===== src/rtl/stopwatch_pkg.sv =====
// Shared constants and types for the stopwatch serial interface.
// Holds the board clock and line rate, the derived bit period and the
// receiver state encoding used by uart_rx_byte.
package stopwatch_pkg;

    // Board oscillator frequency and host serial line rate.
    localparam int CLK_HZ = 100_000_000;
    localparam int BAUD   = 115200;

    // Whole clk cycles per serial bit, truncated.
    // 100 MHz / 115200 gives 868, which keeps the bit timing error well under 1 %.
    function automatic int clksPerBit(input int clkHz, input int baud);
        return clkHz / baud;
    endfunction

    // Receiver states.
    // BREAK covers a line that is still low after a bad stop bit, so a
    // held-low line can report only one framing error.
    typedef enum logic [2:0] {
        IDLE,
        START,
        DATA,
        STOP,
        BREAK
    } rxState_e;

endpackage


===== src/rtl/sync_bit.sv =====
// N-flop synchroniser for a single asynchronous input.
// Every stage resets to 1, the idle level of the serial line and of the
// active-low inputs it guards, so reset never looks like an input edge.
module sync_bit #(
    parameter int STAGES = 2
) (
    input  logic clk,
    input  logic rst,
    input  logic i_d,
    output logic o_q
);

    logic [STAGES-1:0] r_sync;

    // Shift the raw input through the chain; only the last stage is used downstream.
    always_ff @(posedge clk) begin
        if (rst) begin
            r_sync <= '1;
        end else begin
            r_sync <= {r_sync[STAGES-2:0], i_d};
        end
    end

    assign o_q = r_sync[STAGES-1];

endmodule


===== src/rtl/uart_rx_byte.sv =====
// 8N1 UART receiver for the board RsRx line.
// The serial line is synchronised, then framed by a single state machine
// driven by a baud counter. Each good byte goes into a one-entry
// valid/ready holding register. A stop bit sampled low gives a one-cycle
// frame_err. A good byte that arrives while the holding register is full
// is dropped and sets the sticky overrun flag.
module uart_rx_byte
    import stopwatch_pkg::*;
#(
    parameter int CLKS_PER_BIT = clksPerBit(CLK_HZ, BAUD),
    parameter int SYNC_STAGES  = 2
) (
    input  logic       clk,
    input  logic       rst,
    input  logic       RsRx,
    output logic [7:0] rx_data,
    output logic       rx_valid,
    input  logic       rx_ready,
    output logic       frame_err,
    output logic       overrun,
    output logic       busy
);

    localparam int CW = $clog2(CLKS_PER_BIT);
    localparam logic [CW-1:0] MID_CNT  = CW'((CLKS_PER_BIT - 1) / 2);
    localparam logic [CW-1:0] LAST_CNT = CW'(CLKS_PER_BIT - 1);

    rxState_e      r_state;
    logic [CW-1:0] r_baudCnt;
    logic [2:0]    r_bitIdx;
    logic [7:0]    r_shift;
    logic          r_deliver;
    logic          r_frameErr;
    logic [7:0]    r_data;
    logic          r_valid;
    logic          r_overrun;

    logic          w_rxs;
    logic          w_midBit;
    logic          w_bitEnd;
    logic          w_handshake;

    sync_bit #(
        .STAGES (SYNC_STAGES)
    ) u_rxSync (
        .clk (clk),
        .rst (rst),
        .i_d (RsRx),
        .o_q (w_rxs)
    );

    assign w_midBit    = (r_baudCnt == MID_CNT);
    assign w_bitEnd    = (r_baudCnt == LAST_CNT);
    assign w_handshake = r_valid && rx_ready;

    // Frame the synchronised line.
    // START waits half a bit so that every later sample, taken a whole bit
    // period apart, lands near the centre of a data bit.
    // A good stop bit raises r_deliver for one cycle, and the holding
    // register takes the byte on the following edge.
    always_ff @(posedge clk) begin
        if (rst) begin
            r_state    <= IDLE;
            r_baudCnt  <= '0;
            r_bitIdx   <= '0;
            r_shift    <= '0;
            r_deliver  <= 1'b0;
            r_frameErr <= 1'b0;
        end else begin
            r_deliver  <= 1'b0;
            r_frameErr <= 1'b0;
            case (r_state)
                IDLE: begin
                    r_baudCnt <= '0;
                    if (!w_rxs) begin
                        r_state <= START;
                    end
                end
                START: begin
                    if (w_midBit) begin
                        r_baudCnt <= '0;
                        r_bitIdx  <= '0;
                        r_state   <= w_rxs ? IDLE : DATA;
                    end else begin
                        r_baudCnt <= r_baudCnt + 1'b1;
                    end
                end
                DATA: begin
                    if (w_bitEnd) begin
                        r_baudCnt          <= '0;
                        r_shift[r_bitIdx]  <= w_rxs;
                        if (r_bitIdx == 3'd7) begin
                            r_state <= STOP;
                        end else begin
                            r_bitIdx <= r_bitIdx + 3'd1;
                        end
                    end else begin
                        r_baudCnt <= r_baudCnt + 1'b1;
                    end
                end
                STOP: begin
                    if (w_bitEnd) begin
                        r_baudCnt <= '0;
                        if (w_rxs) begin
                            r_deliver <= 1'b1;
                            r_state   <= IDLE;
                        end else begin
                            r_frameErr <= 1'b1;
                            r_state    <= BREAK;
                        end
                    end else begin
                        r_baudCnt <= r_baudCnt + 1'b1;
                    end
                end
                BREAK: begin
                    if (!w_rxs) begin
                        r_baudCnt <= '0;
                    end else if (w_bitEnd) begin
                        r_baudCnt <= '0;
                        r_state   <= IDLE;
                    end else begin
                        r_baudCnt <= r_baudCnt + 1'b1;
                    end
                end
                default: begin
                    r_state   <= IDLE;
                    r_baudCnt <= '0;
                end
            endcase
        end
    end

    // One-entry holding register.
    // A byte delivered in the same cycle as a handshake replaces the byte
    // being taken, so rx_valid stays high.
    // overrun is set only when a byte is dropped, and it clears on the next
    // accepted handshake.
    always_ff @(posedge clk) begin
        if (rst) begin
            r_data    <= 8'h00;
            r_valid   <= 1'b0;
            r_overrun <= 1'b0;
        end else begin
            if (r_deliver && (!r_valid || w_handshake)) begin
                r_data  <= r_shift;
                r_valid <= 1'b1;
            end else if (w_handshake) begin
                r_valid <= 1'b0;
            end

            if (r_deliver && r_valid && !rx_ready) begin
                r_overrun <= 1'b1;
            end else if (w_handshake) begin
                r_overrun <= 1'b0;
            end
        end
    end

    assign rx_data   = r_data;
    assign rx_valid  = r_valid;
    assign frame_err = r_frameErr;
    assign overrun   = r_overrun;
    assign busy      = (r_state != IDLE);

endmodule


===== config.mk =====
export PLATFORM = sky130hd
export DESIGN_NAME = uart_rx_byte
export DESIGN_NICKNAME = d
export VERILOG_FILES = /design/src/rtl/stopwatch_pkg.sv /design/src/rtl/sync_bit.sv /design/src/rtl/uart_rx_byte.sv
export SDC_FILE = /design/constraint.sdc
export NUM_CORES = 1
export LEC_CHECK = 0
export ABC_AREA = 1
export CAP_MARGIN = 20
export CORE_MARGIN = 3
export CORE_UTILIZATION = 50
export CTS_CLUSTER_SIZE = 28
export DETAILED_ROUTE_END_ITERATION = 8
export GPL_TIMING_DRIVEN = 1
export PLACE_DENSITY_LB_ADDON = 0.15
export SETUP_SLACK_MARGIN = 0.2
export SLEW_MARGIN = 20
export SYNTH_ARGS = -nofsm -noshare
export SYNTH_HDL_FRONTEND = slang
export SYNTH_HIERARCHICAL = 1
export SYNTH_SLANG_ARGS = --single-unit

===== constraint.sdc =====
create_clock -name clk -period 3.9 [get_ports clk]
set_clock_uncertainty 0.2 [all_clocks]
set_input_delay 0.78 -clock clk [delete_from_list [all_inputs] [get_ports clk]]
set_output_delay 0.78 -clock clk [all_outputs]
set_load 0.03 [all_outputs]

==> reports/results.ini, run 1 <==
[drt]
drt_pass1_iterations = 4
drt_iter0_drc = 78
num_vias = 1474
wl_per_cell_um = 10.5
ant_nets = 0
drcViolationCount = 0
wirelength_um = 3210
viasPerCell = 4.83

[setup_path]
crit_type = reg2out
cp.arrival_ns = 1.68
required_ns = 2.92
start_kind = flop
end_kind = primary output
cp_max_fo = 5

[logic_synthesis]
synthDistinctLibCells = 27
synth_top_cell_by_area = dfxtp_1
syn_nets = 250
syn_area_per_cell_um2 = 7.19
syn_area_um2 = 1740
ys_top_cells_by_area = dfxtp_1 44%, nor2_1 11%, nand2_1 9.3%
synth.top_cell.area_share_pct = 43.7
yosysSeqAreaShare_pct = 43.7
synth_seq_cells = 38
ys_warn_count = 6
synth_cells = 242

[sta]
tightest_slew_ns = 0.615
final-hold-violation-count = 0
finalSetupViolations = 0
rsz0062_at_grt = no
fmax_ghz = 0.377
hold_slack_ns = 0.222
max_slew_margin_pct = 59.0
slew_violations = 0
period_needed_ns = 2.66
finalCritPeriodShare_pct = 68.1
fin_setup_tns_ns = 0

[global_routing]
grt_max_degree = 24
track_usage_pct = 18.2
antenna_found_initial = 0
grt_overflow = 0
grt_pass1_vias = 1406
grt_pass1_wl_um = 6030

[clock_tree]
htreeDepth = 2
ctsRootBufferMaster = clkbuf_4
tritoncts = done
clock-sinks = 38
cts_made_buffers = 5
postCtsResizedCells = 0
clk_pin_slew_ns = 0.11
clk_latency_ns = 0.35
cts_hold_buf = 0
postCtsSetupRepairBufs = 0
cts_buffer_depth = 2

[placed_design]
gp_congestion = 0.825
hpwl_um = 2270
port-buffer-count = 15

[die]
core-area_um2 = 3180
die_area_um2 = 4230
die_width_um = 65
dieHeight_um = 65
start_util_pct = 54.8
rows = 20
ios = 16

[power]
power_density_nw_per_um2 = 509
power.leakage_nw = 0.882
vdd_drop_max_mv = 0.381

[layout]
multi_input_comb_area_um2 = 851
nFillCells = 314
final_common_cell = nor2_1
syn2layout_area_growth_pct = 17.3
final_cell_mix = 50 x nor2_1, 43 x nand2_1, 38 x dfxtp_1
post_route_cells_drive_above_1_share_pct = 11.5
finish.utilization_pct = 64.2
seqCellArea_um2 = 761
antenna_cells = 0
nets = 268

[min_path]
hp-class = reg2reg

[job]
max_cap_viol_count = 0

[run_status]
outcome = finished clean

## area by class of cell
| type | instances | area share [%] |
|---|---|---|
| repair buffers | 15 | 7.36 |
| clock buffers | 6 | 2.51 |
| well taps | 44 | 2.70 |
| inverters | 30 | 5.52 |
| flip-flops and latches | 38 | 37.3 |
| multi-input cells | 170 | 41.7 |
| clock inverters | 2 | 2.94 |
## cells in the mapped netlist, drive strengths merged
cell type	number
clkbuf	3
nor3	3
a211oi	1
nor2b	1
nand2	47
buf	1
nand3	21
inv	30
and2	1
a21oi	12
nand4	3
nand3b	1
xnor2	1
nor2	54
xor2	4
ha	4
nor3b	1
dfxtp	38
nor4	2
o21ai	14
## final timing paths
check                           cells past startpoint  slack, ns                           from                       endpoint
worst min-delay path                                2       0.22  u_rxSync/r_sync[0]$_SDFF_PP1_  u_rxSync/r_sync[1]$_SDFF_PP1_
worst max-delay path                                3       1.24        r_state[1]$_SDFFE_PP0P_                           busy
worst min register to register                      2       0.22  u_rxSync/r_sync[0]$_SDFF_PP1_  u_rxSync/r_sync[1]$_SDFF_PP1_
worst max register to register                      6       2.16  u_rxSync/r_sync[1]$_SDFF_PP1_        r_baudCnt[3]$_SDFF_PP0_
## sequential cells by signal, summed over array words and instances (netlist names)
name,flops
r_baudCnt,10
r_shift,8
rx_data,8
r_bitIdx,3
r_state,3
u_rxSync/r_sync,2
frame_err,1
overrun,1
r_deliver,1
rx_valid,1
## critical path, cell delays in order, from the launching register on
cell	delay, ns
dfxtp_1	0.46
inv_2	0.10
nand2_1	0.10
clkdlybuf4s50_1	0.67
## through the flow
stage | total power [mW] | worst slack (ns) | cells | instance area (um2)
floorplan | 0.640 | 2.19 | 242 | 1740
global placement | 0.697 | 1.35 | 297 | 1930
detailed placement | 0.697 | 1.29 | 297 | 1930
CTS | 1.04 | 1.25 | 305 | 2040
global route | 1.12 | 1.15 | 305 | 2040
finish | 1.04 | 1.24 | 305 | 2040
## metal layers
layer	routed length [um]	vias to the layer above	track usage [%]
li1	-	801	-
met1	1610	637	23.9
met2	1380	31	27.8
met3	169	5	4.33
met4	53	0	8.71
met5	0	-	0
## cell families after synthesis
family / synth area share (%)
DFF: 43.7
buffers and inverters: 7.40
xor gates and xnor gates: 2.52
adders and majority gates: 2.88
AOI/OAI and AO/OA: 8.12
and+or+nand+nor: 35.4
## report_power, final
| group | total [mW] | leakage, nW | switching (mW) | internal [mW] |
|---|---|---|---|---|
| Combinational | 0.256 | 0.516 | 0.167 | 0.0883 |
| Sequential | 0.436 | 0.308 | 0.0264 | 0.409 |
| Clock | 0.348 | 0.0585 | 0.131 | 0.217 |
| Total | 1.04 | 0.882 | 0.324 | 0.715 |
No activity file was read; power rests on OpenSTA's default activity.
==> run 2: changes to the inputs <==
==> constraint.sdc (replaced) <==
create_clock -name clk -period 2.15 [get_ports clk]
set_clock_uncertainty 0.2 [all_clocks]
set_input_delay 0.43 -clock clk [delete_from_list [all_inputs] [get_ports clk]]
set_output_delay 0.43 -clock clk [all_outputs]
set_load 0.03 [all_outputs]
==> run 2 against run 1 <==
Register-to-register slack worse by 1.7 ns. Clock-buffer cell count is 1 higher. Utilization is 1.3 points lower. Critical path type unchanged. Largest power group unchanged.
==> reports/results.ini, run 2 (same netlist as run 1, synthesis figures left out) <==
[run_status]
outcome = finished clean  ; unchanged

[die]
ios = 16  ; unchanged
dieHeight_um = 65  ; unchanged
start_util_pct = 54.8  ; unchanged
rows = 20  ; unchanged
core-area_um2 = 3180  ; unchanged
die_area_um2 = 4230  ; unchanged
die_width_um = 65  ; unchanged

[clock_tree]
clock-sinks = 38  ; unchanged
cts_made_buffers = 5  ; unchanged
clk_pin_slew_ns = 0.11  ; about the same
clk_latency_ns = 0.34  ; was 0.35 ns
postCtsSetupRepairBufs = 0  ; unchanged
cts_buffer_depth = 2  ; unchanged
ctsRootBufferMaster = clkbuf_4  ; unchanged
tritoncts = done  ; unchanged
htreeDepth = 2  ; unchanged
cts_hold_buf = 0  ; unchanged

[sta]
finalCritPeriodShare_pct = 82.7
fin_setup_tns_ns = 0  ; unchanged
max_slew_margin_pct = 70.9  ; was 59.0%
fmax_ghz = 0.562
setup_slack_ns = 0.371  ; was 1.24 ns
finalSetupViolations = 0  ; unchanged
tightest_slew_ns = 0.436  ; was 0.615 ns
final-hold-violation-count = 0  ; unchanged
period_needed_ns = 1.78
slew_violations = 0  ; unchanged
rsz0062_at_grt = no  ; unchanged

[setup_path]
reg2reg_depth = 8  ; was 6
cp_max_fo = 4  ; was 5
path_depth = 1  ; was 3
end_kind = primary output  ; unchanged
reg2reg_slack_ns = 0.43  ; was 2.16 ns
critPathMaxStageDelay_ns = 0.42  ; was 0.67 ns
path_buf_inv = 1  ; was 2
worstSetupStartpoint = rx_valid$_SDFFE_PP0P_  ; was r_state[1]$_SDFFE_PP0P_
endpoint = rx_valid  ; was busy
crit_chain = dlygate4sd2_1  ; was inv_2 > nand2_1 > clkdlybuf4s50_1
r2r_end = r_state[1]$_SDFFE_PP0P_  ; was r_baudCnt[3]$_SDFF_PP0_
crit_type = reg2out  ; unchanged
r2r_start = r_bitIdx[0]$_SDFFE_PP0P_  ; was u_rxSync/r_sync[1]$_SDFF_PP1_
cp_slowest_cell = dlygate4sd2_1  ; was clkdlybuf4s50_1
start_kind = flop  ; unchanged
required_ns = 1.52  ; was 2.92 ns
cp.arrival_ns = 1.15  ; was 1.68 ns
critPathTopFamily = buffers and inverters  ; unchanged

[job]
max_cap_viol_count = 0  ; unchanged

[power]
intPower_mw = 1.06  ; was 0.715 mW
power_density_nw_per_um2 = 820  ; was 509 nW/um2
switching_share_pct = 35.5  ; was 31.2%
pwr-share-comb_pct = 28.0  ; was 24.6%
power.share.clock_pct = 23.7  ; was 33.5%
p_sw_mw = 0.581  ; was 0.324 mW
p_seq_share_pct = 48.3  ; was 41.9%
power.leakage_nw = 0.929  ; was 0.882 nW
vdd_drop_max_mv = 0.510  ; was 0.381 mV

[placed_design]
hpwl_um = 2470  ; was 2270 um
gp_congestion = 0.844  ; was 0.825
dpl_worst_slack_ns = 0.239  ; was 1.29 ns
port-buffer-count = 15  ; unchanged

[global_routing]
grt_overflow = 0  ; unchanged
grt_pass1_wl_um = 6160  ; was 6030 um
antenna_found_initial = 0  ; unchanged
track_usage_pct = 18.8  ; was 18.2%
grt_pass1_vias = 1374  ; was 1406
grt_max_degree = 17  ; was 24

[layout]
final_common_cell = nor2_1  ; unchanged
nFillCells = 298  ; was 314
largest_reg_flops = 10  ; unchanged
nets = 271  ; was 268
syn2layout_area_growth_pct = 14.8  ; was 17.3%
top_register = r_baudCnt  ; unchanged
post_route_cells_drive_above_1_share_pct = 12.5  ; was 11.5%
final_cell_mix = 50 x nor2_1, 43 x nand2_1, 38 x dfxtp_1  ; unchanged
antenna_cells = 0  ; unchanged

[drt]
viasPerCell = 4.81  ; was 4.83
ant_nets = 0  ; unchanged
wl_per_cell_um = 10.9  ; was 10.5 um
drcViolationCount = 0  ; unchanged
num_vias = 1482  ; was 1474
wirelength_um = 3340  ; was 3210 um
drt_iter0_drc = 122  ; was 78
drt_pass1_iterations = 4  ; unchanged

[min_path]
hp-class = reg2reg  ; unchanged
hold-path-cell-count = 2  ; unchanged

==> run 2: metal layers <==
layer / part of all wire [%] / vias to the layer above / global-route usage [%]
li1: - / 809 / -
met4: 1.3 / 0 / 8.44
met2: 42 / 26 / 27.1
met5: 0 / - / 0
met1: 51 / 642 / 26.2
met3: 5.2 / 5 / 4.68
==> run 2: final cells by class <==
class / count / area [um2] / area share, %
clock buffer: 7 / 55.1 / 2.76
clock inverter: 1 / 5.00 / 0.250
inverter: 30 / 113 / 5.64
multi-input combinational: 170 / 856 / 42.8
sequential: 38 / 761 / 38.1
tap: 44 / 55.1 / 2.76
timing repair buffer: 18 / 154 / 7.70
==> run 2: timing repair <==
| action | 4_1_cts | 5_1_grt |
|---|---|---|
| setup endpoints to repair | 12 | 1 |
| gates resized for setup | 12 | 3 |
| pin swaps | 0 | 0 |
==> run 2: power groups by stage <==
stage	clock [mW]	combinational, mW	sequential (mW)
2_1_floorplan	0	0.367	0.794
3_3_place_gp	0	0.456	0.803
3_5_place_dp	0	0.466	0.804
4_1_cts	0.399	0.459	0.787
5_1_grt	0.427	0.527	0.800
6_report	0.388	0.458	0.791
==> run 2: worst reg2reg max path: stages (launching register included) <==
cell	delay, ns
dfxtp_1	0.42
ha_1	0.17
ha_1	0.13
nand3b_1	0.12
nand2_1	0.06
nor2_1	0.16
nand3_2	0.15
and2_1	0.17
nor2_1	0.09
==> run 2: worst min path at each step <==
stage / start / end / slack (ns)
5_1_grt: u_rxSync/r_sync[0]$_SDFF_PP1_ / u_rxSync/r_sync[1]$_SDFF_PP1_ / 0.24
3_5_place_dp: u_rxSync/r_sync[0]$_SDFF_PP1_ / u_rxSync/r_sync[1]$_SDFF_PP1_ / 0.20
2_1_floorplan: u_rxSync/r_sync[0]$_SDFF_PP1_ / u_rxSync/r_sync[1]$_SDFF_PP1_ / 0.19
6_report: u_rxSync/r_sync[0]$_SDFF_PP1_ / u_rxSync/r_sync[1]$_SDFF_PP1_ / 0.24
4_1_cts: u_rxSync/r_sync[0]$_SDFF_PP1_ / u_rxSync/r_sync[1]$_SDFF_PP1_ / 0.23
3_3_place_gp: u_rxSync/r_sync[0]$_SDFF_PP1_ / u_rxSync/r_sync[1]$_SDFF_PP1_ / 0.20
==> run 2: stage by stage <==
step	hold slack [ns]	std cells	area [um2]	total power, mW	utilization (%)
after floorplan	0.187	242	1740	1.16	-
after detailed placement	0.205	300	1950	1.27	61.4
after CTS	0.230	308	2000	1.65	62.8
after global placement	0.199	300	1950	1.26	61.4
after global routing	0.245	308	2000	1.75	62.9
final	0.240	308	2000	1.64	62.9
